===== config.mk =====
export PLATFORM = sky130hd
export DESIGN_NAME = mem_access_stage
export DESIGN_NICKNAME = d
export VERILOG_FILES = /design/src/rtl/mem_access_stage.sv
export SDC_FILE = /design/constraint.sdc
export NUM_CORES = 1
export LEC_CHECK = 0
export BUFFER_PORTS_ARGS = -buffer_cell sky130_fd_sc_hd__buf_4
export CAP_MARGIN = 5
export CORE_UTILIZATION = 47
export DETAILED_ROUTE_END_ITERATION = 10
export PLACE_DENSITY = 0.8
export SYNTH_ARGS = -nofsm -noshare
export SYNTH_HDL_FRONTEND = slang
export SYNTH_SLANG_ARGS = --single-unit

===== constraint.sdc =====
create_clock -name clk -period 2.2 [get_ports clk]
set_input_delay 0.44 -clock clk [delete_from_list [all_inputs] [get_ports clk]]
set_output_delay 0.44 -clock clk [all_outputs]
set_load 0.03 [all_outputs]

===== src/rtl/mem_access_stage.sv =====
// Memory-access pipeline stage: issues one data-memory request per load/store,
// waits for ack or timeout, and formats the result for the MEM/WB register.
module mem_access_stage #(
  parameter int unsigned TIMEOUT = 255
) (
  input  logic        clk,
  input  logic        reset,
  input  logic        valid_in,
  input  logic        flush_in,
  input  logic        mem_read_in,
  input  logic        mem_write_in,
  input  logic [2:0]  funct3_in,
  input  logic [31:0] addr_in,
  input  logic [31:0] alu_result_in,
  input  logic [31:0] store_data_in,
  input  logic [31:0] add_pc_in,
  input  logic [4:0]  addr_rd_in,
  input  logic        reg_file_write_in,
  input  logic [1:0]  select_mux_2_in,
  output logic        dmem_req,
  output logic        dmem_we,
  output logic [31:0] dmem_addr,
  output logic [31:0] dmem_wdata,
  output logic [3:0]  dmem_be,
  input  logic [31:0] dmem_rdata,
  input  logic        dmem_ack,
  output logic        stall_out,
  output logic        valid_out,
  output logic [31:0] mem_out,
  output logic [31:0] alu_result_out,
  output logic [31:0] add_pc_out,
  output logic [4:0]  addr_rd_out,
  output logic        reg_file_write_out,
  output logic [1:0]  select_mux_2_out,
  output logic        misaligned_out,
  output logic        bus_error_out
);

  typedef enum logic {IDLE, BUSY} state_t;

  localparam logic [7:0] TIMEOUT_CNT = 8'(TIMEOUT);

  state_t      state;
  logic [7:0]  wait_cnt;
  logic        kill;
  logic [2:0]  funct3_q;
  logic [1:0]  offset_q;
  logic        store_q;
  logic [31:0] alu_q;
  logic [31:0] pc_q;
  logic [4:0]  rd_q;
  logic        rfw_q;
  logic [1:0]  sel_q;

  logic        access;
  logic        aligned;
  logic [3:0]  be_c;
  logic [31:0] wdata_c;
  logic [31:0] shifted;
  logic        sign_ext;
  logic [31:0] load_val;
  logic [7:0]  next_cnt;
  logic        timeout_hit;

  assign stall_out   = (state == BUSY);
  assign access      = mem_read_in | mem_write_in;
  assign next_cnt    = wait_cnt + 8'd1;
  assign timeout_hit = (next_cnt == TIMEOUT_CNT);

  // Size code 11 falls into the word case alongside 10.
  always_comb begin
    aligned = 1'b1;
    be_c    = 4'b1111;
    wdata_c = store_data_in;
    case (funct3_in[1:0])
      2'b00: begin
        be_c    = 4'b0001 << addr_in[1:0];
        wdata_c = {4{store_data_in[7:0]}};
      end
      2'b01: begin
        aligned = ~addr_in[0];
        be_c    = 4'b0011 << addr_in[1:0];
        wdata_c = {2{store_data_in[15:0]}};
      end
      default: aligned = (addr_in[1:0] == 2'b00);
    endcase
  end

  assign shifted  = dmem_rdata >> {offset_q, 3'b000};
  assign sign_ext = ~funct3_q[2];

  always_comb begin
    load_val = dmem_rdata;
    case (funct3_q[1:0])
      2'b00:   load_val = {{24{sign_ext & shifted[7]}}, shifted[7:0]};
      2'b01:   load_val = {{16{sign_ext & shifted[15]}}, shifted[15:0]};
      default: load_val = dmem_rdata;
    endcase
  end

  always_ff @(posedge clk or negedge reset) begin
    if (!reset) begin
      state              <= IDLE;
      wait_cnt           <= 8'd0;
      kill               <= 1'b0;
      funct3_q           <= 3'd0;
      offset_q           <= 2'd0;
      store_q            <= 1'b0;
      alu_q              <= 32'd0;
      pc_q               <= 32'd0;
      rd_q               <= 5'd0;
      rfw_q              <= 1'b0;
      sel_q              <= 2'd0;
      dmem_req           <= 1'b0;
      dmem_we            <= 1'b0;
      dmem_addr          <= 32'd0;
      dmem_wdata         <= 32'd0;
      dmem_be            <= 4'd0;
      valid_out          <= 1'b0;
      mem_out            <= 32'd0;
      alu_result_out     <= 32'd0;
      add_pc_out         <= 32'd0;
      addr_rd_out        <= 5'd0;
      reg_file_write_out <= 1'b0;
      select_mux_2_out   <= 2'd0;
      misaligned_out     <= 1'b0;
      bus_error_out      <= 1'b0;
    end else begin
      valid_out      <= 1'b0;
      misaligned_out <= 1'b0;
      bus_error_out  <= 1'b0;
      case (state)
        IDLE: begin
          if (valid_in && !flush_in) begin
            if (!access || !aligned) begin
              valid_out          <= 1'b1;
              mem_out            <= 32'd0;
              alu_result_out     <= alu_result_in;
              add_pc_out         <= add_pc_in;
              addr_rd_out        <= addr_rd_in;
              select_mux_2_out   <= select_mux_2_in;
              reg_file_write_out <= reg_file_write_in & !access;
              misaligned_out     <= access;
            end else begin
              state      <= BUSY;
              wait_cnt   <= 8'd0;
              kill       <= 1'b0;
              funct3_q   <= funct3_in;
              offset_q   <= addr_in[1:0];
              store_q    <= mem_write_in;
              alu_q      <= alu_result_in;
              pc_q       <= add_pc_in;
              rd_q       <= addr_rd_in;
              rfw_q      <= reg_file_write_in;
              sel_q      <= select_mux_2_in;
              dmem_req   <= 1'b1;
              dmem_we    <= mem_write_in;
              dmem_addr  <= {addr_in[31:2], 2'b00};
              dmem_wdata <= wdata_c;
              dmem_be    <= be_c;
            end
          end
        end
        BUSY: begin
          if (flush_in) kill <= 1'b1;
          // An ack arriving on the timeout cycle takes priority over the bus error.
          if (dmem_ack || timeout_hit) begin
            state    <= IDLE;
            wait_cnt <= 8'd0;
            kill     <= 1'b0;
            dmem_req <= 1'b0;
            dmem_we  <= 1'b0;
            if (!kill && !flush_in) begin
              valid_out        <= 1'b1;
              alu_result_out   <= alu_q;
              add_pc_out       <= pc_q;
              addr_rd_out      <= rd_q;
              select_mux_2_out <= sel_q;
              if (dmem_ack) begin
                mem_out            <= store_q ? 32'd0 : load_val;
                reg_file_write_out <= rfw_q;
              end else begin
                mem_out            <= 32'd0;
                reg_file_write_out <= 1'b0;
                bus_error_out      <= 1'b1;
              end
            end
          end else begin
            wait_cnt <= next_cnt;
          end
        end
        default: state <= IDLE;
      endcase
    end
  end

endmodule


-- After elaboration in Yosys (flattened, before gate mapping)
Cells that the tools add are included.
- muxes and demuxes: 69
- shift operators: 3
- bitwise operators: 8
- reductions and logical operators: 16
- equality and inequality tests: 9
- $add $sub $neg: 1
- operators by type and width (kind ; number):
    $mux 32 ; 14
    $pmux 32 s2 ; 5
    $shr 32x5->16 ; 1
    $mux 1 ; 28
    $mux 8 ; 3
    $mux 5 ; 4
    $pmux 8 s2 ; 1
    $pmux 1 s2 ; 7
    $pmux 5 s2 ; 1
    $reduce_and 3->1 ; 3
    $add 8x1->8 const B ; 1
    $eq 8x8->1 const B ; 1
    $mux 2 ; 4
    $pmux 4 s2 ; 1
    $logic_not 2->1 ; 3
    $ne 2x2->1 const B ; 3
    $eq 2x1->1 const B ; 2
    $logic_not 1->1 ; 4
    $ne 2x1->1 const B ; 2
    $not 1->1 ; 4
    $pmux 2 s2 ; 1
    $reduce_and 4->1 ; 1
    $shl 1x2->4 const A ; 1
    $shl 2x2->4 const A ; 1
    6 further kinds ; 10
- output and inout port bits: 178
- input port bits: 178
- word-level logic and storage cells: 131
- bits in registers: 263

-- Logic depth before layout (Yosys ltp)
Gate-level depths: netlist of run 1.
- depth after elaboration: 8
- depth in mapped cells: 9
- depth with buffers taken out: 7

-- Least setup slack after synthesis of run 1
OpenSTA, ideal clock, no wires.
- kind: flip-flop to flip-flop
- from: register wait_cnt[0]
- to: register alu_result_out[6]
- period minus slack after synthesis: 2.355 ns
- arrival time: 2.227 ns
- path buffers: 2
- stages on the path, launching flop included: 10
- library setup time: 0.127 ns
- path slack: -0.155 ns
- data required time: 2.073 ns
- cells stage by stage: dfrtp_1 -> ha_1 -> nand3_1 -> xor2_1 -> a211o_1 -> o31a_1 -> buf_6 -> inv_12 -> buf_12 -> mux2_1
- longest elaborated chain between the ends: 5
- ends and longest elaborated chain (item ; RTL line ; text):
    start: declaration ; 44 ; logic [7:0] wait_cnt;
    start signal: assignment ; 189 ; wait_cnt <= next_cnt;
    $add 8x1->8 ; 67 ; assign next_cnt = wait_cnt + 8'd1;
    $eq 8x8->1 ; 68 ; assign timeout_hit = (next_cnt == TIMEOUT_CNT);
    $logic_or 1x1->1 ; 167 ; if (dmem_ack || timeout_hit) begin
    $ne 2x1->1 (no line) ; - ;
    $reduce_and 4->1 (no line) ; - ;
    end signal: assignment ; 138 ; alu_result_out <= alu_result_in;
    end signal: assignment ; 175 ; alu_result_out <= alu_q;
    end: declaration ; 30 ; output logic [31:0] alu_result_out,
Every way passes these cells.
A chain may end at the register's enable or synchronous reset.

-- Worst setup path in the final report of run 1
- from: register wait_cnt[1]
- to: register add_pc_out[30]
- longest elaborated chain between the ends: 5
- ends and longest elaborated chain (item ; RTL line ; text):
    $add 8x1->8 ; 67 ;
    $eq 8x8->1 ; 68 ;
    $logic_or 1x1->1 ; 167 ;
    $ne 2x1->1 (no line) ; - ;
    $reduce_and 4->1 (no line) ; - ;
    end signal: assignment ; 139 ; add_pc_out <= add_pc_in;
    end signal: assignment ; 176 ; add_pc_out <= pc_q;
    end: declaration ; 31 ; output logic [31:0] add_pc_out,
Every way passes these cells.

==> results of run 1 <==
==> layout by cell type, fill, tap and decap left out, drive strengths merged, types with 5 or more instances in the layout <==
| master | n |
|---|---|
| nor3 | 8 |
| buf | 414 |
| mux2 | 144 |
| o2bb2ai | 17 |
| nand3 | 6 |
| nand2 | 363 |
| a21oi | 33 |
| o211ai | 6 |
| a221o | 15 |
| or2 | 9 |
| bufinv | 5 |
| nor2 | 24 |
| inv | 20 |
| o221ai | 9 |
| dfrtp | 263 |
| mux2i | 32 |
| o21ai | 52 |
| clkbuf | 41 |
| a22o | 12 |
==> flip-flops by register name, summed over array words and instances (netlist names), 2 cells and up <==
name	flops
funct3_q	3
addr_rd_out	5
dmem_be	4
dmem_addr	30
alu_q	32
add_pc_out	32
wait_cnt	8
rd_q	5
alu_result_out	32
dmem_wdata	32
pc_q	32
sel_q	2
offset_q	2
select_mux_2_out	2
mem_out	32
==> kinds of logic (layout without fill, tap and decap cells) <==
family	after synthesis	in the layout	share of synthesized area (%)
simple gates	430	430	14.1
flops	263	263	54.1
mux	177	177	18.3
compound gates	160	160	8.97
buf+inv	93	485	4.19
fa+ha+maj	2	2	0.206
xor+xnor	2	2	0.144
other cells	1	2	0.0308
==> worst reg2reg max path, cell delays in order, from the launching register on <==
cell and delay (ps):
dfrtp_1 380, nand2_2 80, or3_1 370, a211o_1 330
o31a_1 350, inv_12 180, buf_12 200, mux2_4 320
==> per-layer routing <==
layer / wire, µm / up-vias / part of all wire [%] / global-route usage, %
li1: - / 4575 / - / -
met1: 13900 / 4938 / 40 / 32.1
met2: 17300 / 417 / 49 / 43.4
met3: 2460 / 87 / 7.0 / 5.73
met4: 1400 / 0 / 4.0 / 11.0
met5: 0 / - / 0 / 0
==> timing repair <==
item	CTS	global route
resized for setup	0	1
hold buffers	1	0
endpoints found under the hold margin	25	0
endpoints found under the setup margin	75	90
buffers inserted	0	0
==> report_power, final <==
part | switching (W) | internal [W] | leakage, nW
registers | 0.000800 | 0.00603 | 3.29
logic | 0.00347 | 0.00268 | 4.50
clock network | 0.00193 | 0.00326 | 0.511
==> worst paths after layout <==
kind / from / end / slack [ps] / cells after the start
worst max-delay path: wait_cnt[1] / add_pc_out[30] / -120 / 7
max in group asynchronous: reset / add_pc_out[15] / 1080 / 3
worst min register to register: pc_q[16] / pc_q[16] / 470 / 2
worst min-delay path: addr_in[9] / dmem_addr[9] / 90 / 3
min in group asynchronous: reset / mem_out[6] / 380 / 2
worst max register to register: wait_cnt[1] / add_pc_out[30] / -120 / 7
==> final cells by class <==
type                    instances  area [µm²]
flip-flops and latches        263        6590
clock inverters                10         183
clock buffers                  41         851
inverters                      19        83.8
multi-input cells             773        5120
fillers                      1909        8740
repair buffers                415        3350
well taps                     330         413
==> metrics by stage <==
stage | setup WS [ps] | std cells | power [W] | TNS (ps)
final | -117 | 1851 | 0.0182 | -6280
after global routing | -240 | 1851 | 0.0189 | -13740
after floorplan | -73.3 | 1129 | 0.0104 | -4710
after CTS | -128 | 1851 | 0.0183 | -7080
after global placement | -88.9 | 1799 | 0.0128 | -5710
after detailed placement | -106 | 1799 | 0.0130 | -6630
==> metrics.md, run 1 <==
| Metric | Value |
|---|---|
| Hold WS | 88.8 ps |
| Synth top area cells | dfrtp_1, nand2_1, mux2_4 |
| Unrepaired setup endpoints after global routing | true |
| Pre-Repair DR Iteration Count | 5 |
| Count leader, synth | nand2_1 |
| Remaining Overflow, GRT | 0 |
| CP bufs+invs | 2 |
| Area fraction of the dominant cell type after synthesis | 54.1% |
| Fmax | 432 MHz |
| Final net count | 1,680 |
| Number of cell rows | 58 |
| First-pass GRT wire length | 54,100 µm |
| Power Density | 1100 nW/µm² |
| Max VDD drop | 0.000714 V |
| #FFs+latches synth | 263 |
| Port buffer count | 353 |
| Detailed Place HPWL | 24,400 µm |
| Post-synthesis sequential area ratio | 54.1% |
| GRT Total Usage | 25.9% |
| Crit end category | flop |
| Via count | 10,000 |
| Slew Limit Fails | 0 |
| Clk Tree Root Cell | clkbuf_16 |
| CTS tree | built |
| Post-Synthesis Cells | 1,128 |
| Tcrit/Tclk final | 105% |
| Clk sinks | 263 |
| Final hold vios | 0 |
| Worst Skew | 14.2 ps |
| Crit path DAT | 2730 ps |
| CTS Buf Count | 28 |
| Synth Warn # | 0 |
| Largest net degree at the start of global routing | 78 |
| Worst skew pair latency | 540 ps |
| Crit path max-delay cell type | dfrtp_1 |
| WL final | 35,000 µm |
| N_diodes | 0 |
| Layout Utilization | 65.5% |
| Slew margin rel. | 65.5% |
| Vias in the first global route | 10,200 |
| Post-Layout Inst Area | 16,600 µm² |
| Slowest stage delay, CP | 380 ps |
| Minimum clock period after layout | 2320 ps |
| WP data required | 2610 ps |
| Die height | 163 µm |
| Full die area | 26,500 µm² |
| Antenna violations before repair | 0 |
| # Max-Cap Violations | 0 |
| Cell Area, Placed | 15,500 µm² |
| Width of the die | 163 µm |
| Syn_area_per_cell | 10.8 µm² |
| Async SR Flop Fraction | 100% |
| Area grow syn2layout | 36.2% |
| Final setup viols | 75 |
| DRC | 0 |
| GPL Wtd Cong | 0.895 |
| Synth Flop Type | dfrtp_1 |
| Top Ports | 356 |
| Leakage power | 8.31 nW |
| Via/cell ratio | 5.41 |
| Most instantiated cells after synthesis | nand2_1, dfrtp_1, mux2_2, mux2_4, clkbuf_1 |
| Worst-margin pin slew | 516 ps |
| Initial core utilization | 48.1% |
| Htree depth | 1 |
| Status | finished, violations left |
| Largest delay contributor family on the critical path | compound AO/OA/AOI/OAI gates |
| Routed len/inst | 18.9 µm |
| Type of origin of the critical path | flop |
| Cell variety after synth | 52 |
| CP max FO | 14 |
| Yosys top cell by area | dfrtp_1 |
| Post-synth EDFFs | 0 |
| HP Class | in -> reg |
| Mapped cell area | 12,200 µm² |
| Drt initial violations | 832 |
| Clock Tree Buf Depth | 3 |
| Critical path class | reg -> reg |
| Setup ws final | -117 ps |
| Core area | 25,300 µm² |
| Final ANT Viol Nets | 0 |
| Cell-by-cell trace of the critical path | nand2_2 -> or3_1 -> a211o_1 -> o31a_1 -> inv_12 -> buf_12 -> mux2_4 |
| Share of cells above drive strength 1 | 40.9% |
| Failing checks | setup timing |
| Clock Pin Slew Worst Setup and Hold Paths | 60 ps |
Note: power is estimated with default switching activity, not from simulation.
==> run 2: changes to the inputs <==
Settings changed: HOLD_SLACK_MARGIN from default to 0.12.
==> metrics.md, run 2 (same netlist as run 1, synthesis figures left out) <==
| Metric | Value |
|---|---|
| Reg2Reg Depth | 7 (unchanged) |
| Hold depth | 3 (unchanged) |
| HP Class | in -> reg |
| Slew Limit Fails | 0 (unchanged) |
| Fmax | 431 MHz (-0.22%) |
| Unrepaired setup endpoints after global routing | true |
| Layout Utilization | 69.5% (+4.0 points) |
| Via/cell ratio | 5.51 (+1.8%) |
| Worst skew pair latency | 540 ps (about the same) |
| DRC | 0 (unchanged) |
| Net Sw Frac | 34.8% (+0.68 points) |
| Final setup viols | 75 (unchanged) |
| Clock network fraction of total power | 28.4% (-0.2 points) |
| Power Density | 1050 nW/µm² (-3.8%) |
| Max VDD drop | 0.000951 V (+33%) |
| Largest net degree at the start of global routing | 78 (unchanged) |
| WL final | 39,000 µm (+11%) |
| Hold WS | 133 ps (+44.6 ps) |
| Type of origin of the critical path | flop |
| Number of cell rows | 58 (unchanged) |
| Htree depth | 1 (unchanged) |
| Die height | 163 µm (unchanged) |
| Vias in the first global route | 11,200 (+10%) |
| CP max FO | 14 (unchanged) |
| Int Power | 0.0121 W (+1.0%) |
| N_diodes | 0 (unchanged) |
| Commonest cells after routing, fill and taps aside | buf_4, nand2_1, dfrtp_1, dlygate4sd3_1, mux2_2 |
| Minimum clock period after layout | 2320 ps (+5.06 ps) |
| Initial core utilization | 48.1% (unchanged) |
| Top Ports | 356 (unchanged) |
| Status | finished, violations left |
| Final hold vios | 0 (unchanged) |
| Worst Skew | 11.5 ps (-2.66 ps) |
| Remaining Overflow, GRT | 0 (unchanged) |
| Worst-margin pin slew | 520 ps (+3.69 ps) |
| Routed len/inst | 20.0 µm (+5.6%) |
| # Max-Cap Violations | 0 (unchanged) |
| Detailed Place HPWL | 24,400 µm (unchanged) |
| Share of cells above drive strength 1 | 38.3% (-2.5 points) |
| Tcrit/Tclk final | 106% (+0.23 points) |
| Pre-Repair DR Iteration Count | 5 (unchanged) |
| Clock Tree Buf Depth | 3 (unchanged) |
| WP data required | 2620 ps (about the same) |
| Post-CTS Setup Repair Bufs | 0 (unchanged) |
| Critical path class | reg -> reg |
| Area grow syn2layout | 44.5% |
| Crit path DAT | 2740 ps (about the same) |
| Via count | 10,800 (+7.4%) |
| Clk Tree Root Cell | clkbuf_16 |
| DP Cell Count | 1,799 (unchanged) |
| Worst slack, placed | -106 ps (unchanged) |
| Final ANT Viol Nets | 0 (unchanged) |
| Slew margin rel. | 65.2% (-0.25 points) |
| Clock Pin Slew Worst Setup and Hold Paths | 60 ps (about the same) |
| GRT Total Usage | 29.0% (+3.2 points) |
| Drt initial violations | 934 (+12%) |
| CTS Buf Count | 28 (unchanged) |
| Sequential fraction of design power | 37.1% (-0.5 points) |
| Commonest non-fill, non-tap cell in the layout | buf_4 |
| GPL Wtd Cong | 0.895 (unchanged) |
| Antenna violations before repair | 0 (unchanged) |
| First-pass GRT wire length | 60,200 µm (+11%) |
| Core area | 25,300 µm² (unchanged) |
| Crit end category | flop |
| Failing checks | setup timing |
| Leakage power | 8.73 nW (+5.1%) |
| Fin cells | 1,952 (+5.5%) |
| Logic pwr share | 34.5% (+0.7 points) |
| Final net count | 1,781 (+6.0%) |
| CTS tree | built |
| Clk sinks | 263 (unchanged) |
| NetSw | 0.00646 W (+4.1%) |
| Port buffer count | 353 (unchanged) |
| Width of the die | 163 µm (unchanged) |
| Setup TNS | -6780 ps (-497 ps) |
| Setup ws final | -122 ps (-5.05 ps) |
| Full die area | 26,500 µm² (unchanged) |
[run 2: changes by cell type in the layout (fill, tap and decap cells not counted)]
cell           change
dlygate4sd3_1    +101
[run 2: layout make-up]
| class | instances | area [µm²] |
|---|---|---|
| Multi-Input combinational cell | 773 | 5120 |
| Sequential cell | 263 | 6590 |
| Clock buffer | 41 | 851 |
| Timing Repair Buffer | 516 | 4360 |
| Inverter | 19 | 83.8 |
| Clock inverter | 10 | 183 |
| Tap cell | 330 | 413 |
| Fill cell | 1726 | 7730 |
[run 2: per-stage QoR]
stage               power, W  cell area [µm²]
finish                0.0185            17600
global route          0.0192            17600
CTS                   0.0184            17600
detailed placement    0.0130            15500
global placement      0.0128            15500
floorplan             0.0104            12200
[run 2: power by group through the flow]
stage	Combinational, W	Sequential (W)	Clock [W]
floorplan	0.00210	0.00834	0
global placement	0.00601	0.00681	0
detailed placement	0.00616	0.00682	0
CTS	0.00633	0.00682	0.00529
global route	0.00674	0.00698	0.00552
finish	0.00641	0.00688	0.00526
[run 2: final timing paths]
path	startpoint	end	slack, ps
max	wait_cnt[0]	add_pc_out[21]	-120
min	alu_result_in[5]	alu_q[5]	130
max reg2reg	wait_cnt[0]	add_pc_out[21]	-120
min reg2reg	dmem_addr[2]	dmem_addr[2]	470
max in group asynchronous	reset	add_pc_out[15]	1080
min in group asynchronous	reset	mem_out[6]	380
[run 2: per-layer routing]
metal / share of wire (%) / track usage [%]
met1: 38 / 34.8
met2: 50 / 49.9
met3: 7.0 / 5.53
met5: 0 / 0
met4: 4.8 / 14.2
[run 2: repair_timing]
action / CTS / global route
hold endpoints to repair: 182 / 0
hold buffers: 102 / 0
resized for setup: 0 / 1
setup endpoints to repair: 75 / 90
[run 2: critical path: stages (launching register included)]
cell	delay [ps]
dfrtp_1	390
nand2_2	80
or3_1	370
a211o_1	330
o31a_1	350
inv_12	180
buf_12	180
mux2_4	310
==> run 3: changes to the inputs <==
Settings changed: SETUP_SLACK_MARGIN from default to 0.4.
==> metrics.md, run 3 (same netlist as run 1, synthesis figures left out) <==
| Metric | Value |
|---|---|
| Core area | 25,300 µm² (unchanged) |
| Number of cell rows | 58 (unchanged) |
| WP data required | 2620 ps (about the same) |
| Max VDD drop | 0.000745 V (-22%) |
| Share of cells above drive strength 1 | 43.2% (+4.9 points) |
| Full die area | 26,500 µm² (unchanged) |
| CTS tree | built |
| Critical path class | reg -> reg |
| Area grow syn2layout | 53.9% |
| Fmax | 426 MHz (-0.97%) |
| Minimum clock period after layout | 2340 ps (+22.7 ps) |
| Remaining Overflow, GRT | 0 (unchanged) |
| Crit end category | flop |
| Via/cell ratio | 5.57 (+1.0%) |
| Routed len/inst | 21.2 µm (+6.1%) |
| First-pass GRT wire length | 60,800 µm (+1.0%) |
| Width of the die | 163 µm (unchanged) |
| Crit path DAT | 2760 ps (+20 ps) |
| DRC | 0 (unchanged) |
| Cell-by-cell trace of the critical path | ha_4 -> nand3_1 -> xor2_2 -> a211o_1 -> o31a_4 -> inv_12 -> clkbuf_16 -> mux2_4 |
| Unrepaired setup endpoints after global routing | true |
| Pre-Repair DR Iteration Count | 5 (unchanged) |
| Reg2Reg Capture Point | alu_result_out[20] |
| Clock Tree Buf Depth | 3 (unchanged) |
| Worst slack, placed | -108 ps (-1.48 ps) |
| Slowest stage delay, CP | 420 ps (+30 ps) |
| CP bufs+invs | 2 (unchanged) |
| CP Depth | 8 (+1) |
| Crit path launch | wait_cnt[0] |
| Setup ws final | -145 ps (-22.7 ps) |
| Port buffer count | 353 (unchanged) |
| Worst-margin pin slew | 557 ps (+37.5 ps) |
| Grt met2 use | 50.9% (+0.97 points) |
| Origin of the worst min-delay path | store_data_in[23] |
| Slew margin rel. | 62.8% (-2.4 points) |
| CTS Buf Count | 28 (unchanged) |
| Leakage power | 9.22 nW (+5.6%) |
| GRT met3 Usage | 5.09% (-0.43 points) |
| Met1 usage | 35.5% (+0.65 points) |
| GPL Wtd Cong | 0.850 (-5.0%) |
| GRT Total Usage | 29.2% (+0.18 points) |
| Reg2Reg Depth | 8 (+1) |
| Vias in the first global route | 11,400 (+1.2%) |
| Type of origin of the critical path | flop |
| Clk Tree Root Cell | clkbuf_16 |
| Top Ports | 356 (unchanged) |
| Largest net degree at the start of global routing | 77 (-1.3%) |
| Largest delay contributor family on the critical path | compound AO/OA/AOI/OAI gates |
| Cell Area, Placed | 15,500 µm² (-0.24%) |
| Final net count | 1,830 (+2.8%) |
| Slew Limit Fails | 0 (unchanged) |
| Clock Pin Slew Worst Setup and Hold Paths | 70 ps (about the same) |
| Fin cells | 2,001 (+2.5%) |
| Power Density | 1010 nW/µm² (-4.2%) |
| Final ANT Viol Nets | 0 (unchanged) |
| Commonest cells after routing, fill and taps aside | buf_4, nand2_1, dfrtp_1, dlygate4sd3_1 |
| Post-Layout Inst Area | 18,700 µm² (+6.4%) |
| Worst skew pair latency | 560 ps (+20 ps) |
| Htree depth | 1 (unchanged) |
| Clk sinks | 263 (unchanged) |
| Detailed Place HPWL | 23,500 µm (-3.5%) |
| Worst Skew | 29.4 ps (+17.9 ps) |
| Die height | 163 µm (unchanged) |
| Initial core utilization | 48.1% (unchanged) |
| Via count | 11,100 (+3.5%) |
| Tcrit/Tclk final | 107% (+1.0 points) |
| # Max-Cap Violations | 0 (unchanged) |
| Commonest non-fill, non-tap cell in the layout | buf_4 |
| Crit path max-delay cell type | dfrtp_2 |
| Status | finished, violations left |
| WL final | 42,400 µm (+8.8%) |
| CP max FO | 7 (-7) |
| Final hold vios | 0 (unchanged) |
| Failing checks | setup timing |
| Drt initial violations | 1,011 (+8.2%) |
| DP Cell Count | 1,797 (-0.11%) |
| FF-to-FF Start | wait_cnt[0] |
| Worst Setup EP | alu_result_out[20] |
| Final setup viols | 98 (+31%) |
| R2R setup slack | -140 ps (-20 ps) |
| HP Class | in -> reg |
| N_diodes | 0 (unchanged) |
| Grt peak-use layer | met2 |
| Antenna violations before repair | 0 (unchanged) |
[run 3: cell count changes in the layout (fill, tap and decap cells not counted), moves of 4 or more]
cell | before | now
nand2_1 | 362 | 313
nand2_2 | 1 | 27
nand2_4 | 0 | 23
buf_6 | 0 | 14
clkbuf_16 | 29 | 40
dlygate4sd3_1 | 102 | 113
buf_16 | 0 | 5
buf_8 | 1 | 6
buf_12 | 18 | 14
[run 3: worst min path at each step]
stage / end / slack, ps / cells past startpoint
finish: dmem_wdata[23] / 140 / 2
global placement: select_mux_2_out[0] / 370 / 1
global route: dmem_wdata[21] / 120 / 2
detailed placement: select_mux_2_out[0] / 380 / 1
floorplan: add_pc_out[0] / 140 / 0
CTS: dmem_wdata[18] / 120 / 2
[run 3: per-layer routing]
metal  wire length (µm)  vias to the layer above
met5                  0                        -
met4               1810                        0
met3               3110                      155
met2              21800                      603
met1              15700                     5507
li1                   -                     4873
[run 3: repair_timing]
item,4_1_cts,5_1_grt
endpoints found under the hold margin,156,0
resized for setup,19,106
buffers inserted,13,7
endpoints found under the setup margin,240,214
hold buffers,113,0
gates cloned,4,16
pin swaps,2,58
[run 3: area by class of cell]
cell class / instances / area, µm²
repair buffers: 564 / 5170
fillers: 1570 / 6600
clock buffers: 38 / 788
inverters: 19 / 83.8
well taps: 330 / 413
clock inverters: 13 / 208
flip-flops and latches: 263 / 6590
repair inverters: 1 / 16.3
multi-input cells: 773 / 5460
[run 3: through the flow]
stage          setup TNS, ps  hold slack (ps)  util, %  power (W)
3_5_place_dp           -4780              379     61.2     0.0130
4_1_cts                -6520              121     70.8     0.0184
3_3_place_gp           -1680              374     61.2     0.0128
5_1_grt               -14600              120     74.0     0.0196
6_report               -7260              143     74.0     0.0189
2_1_floorplan          -4710              144        -     0.0105
[run 3: power by group]
group,switching [W],internal [W],total (W)
Combinational,0.00375,0.00306,0.00681
Sequential,0.000915,0.00603,0.00694
Clock,0.00205,0.00310,0.00515
Total,0.00672,0.0122,0.0189
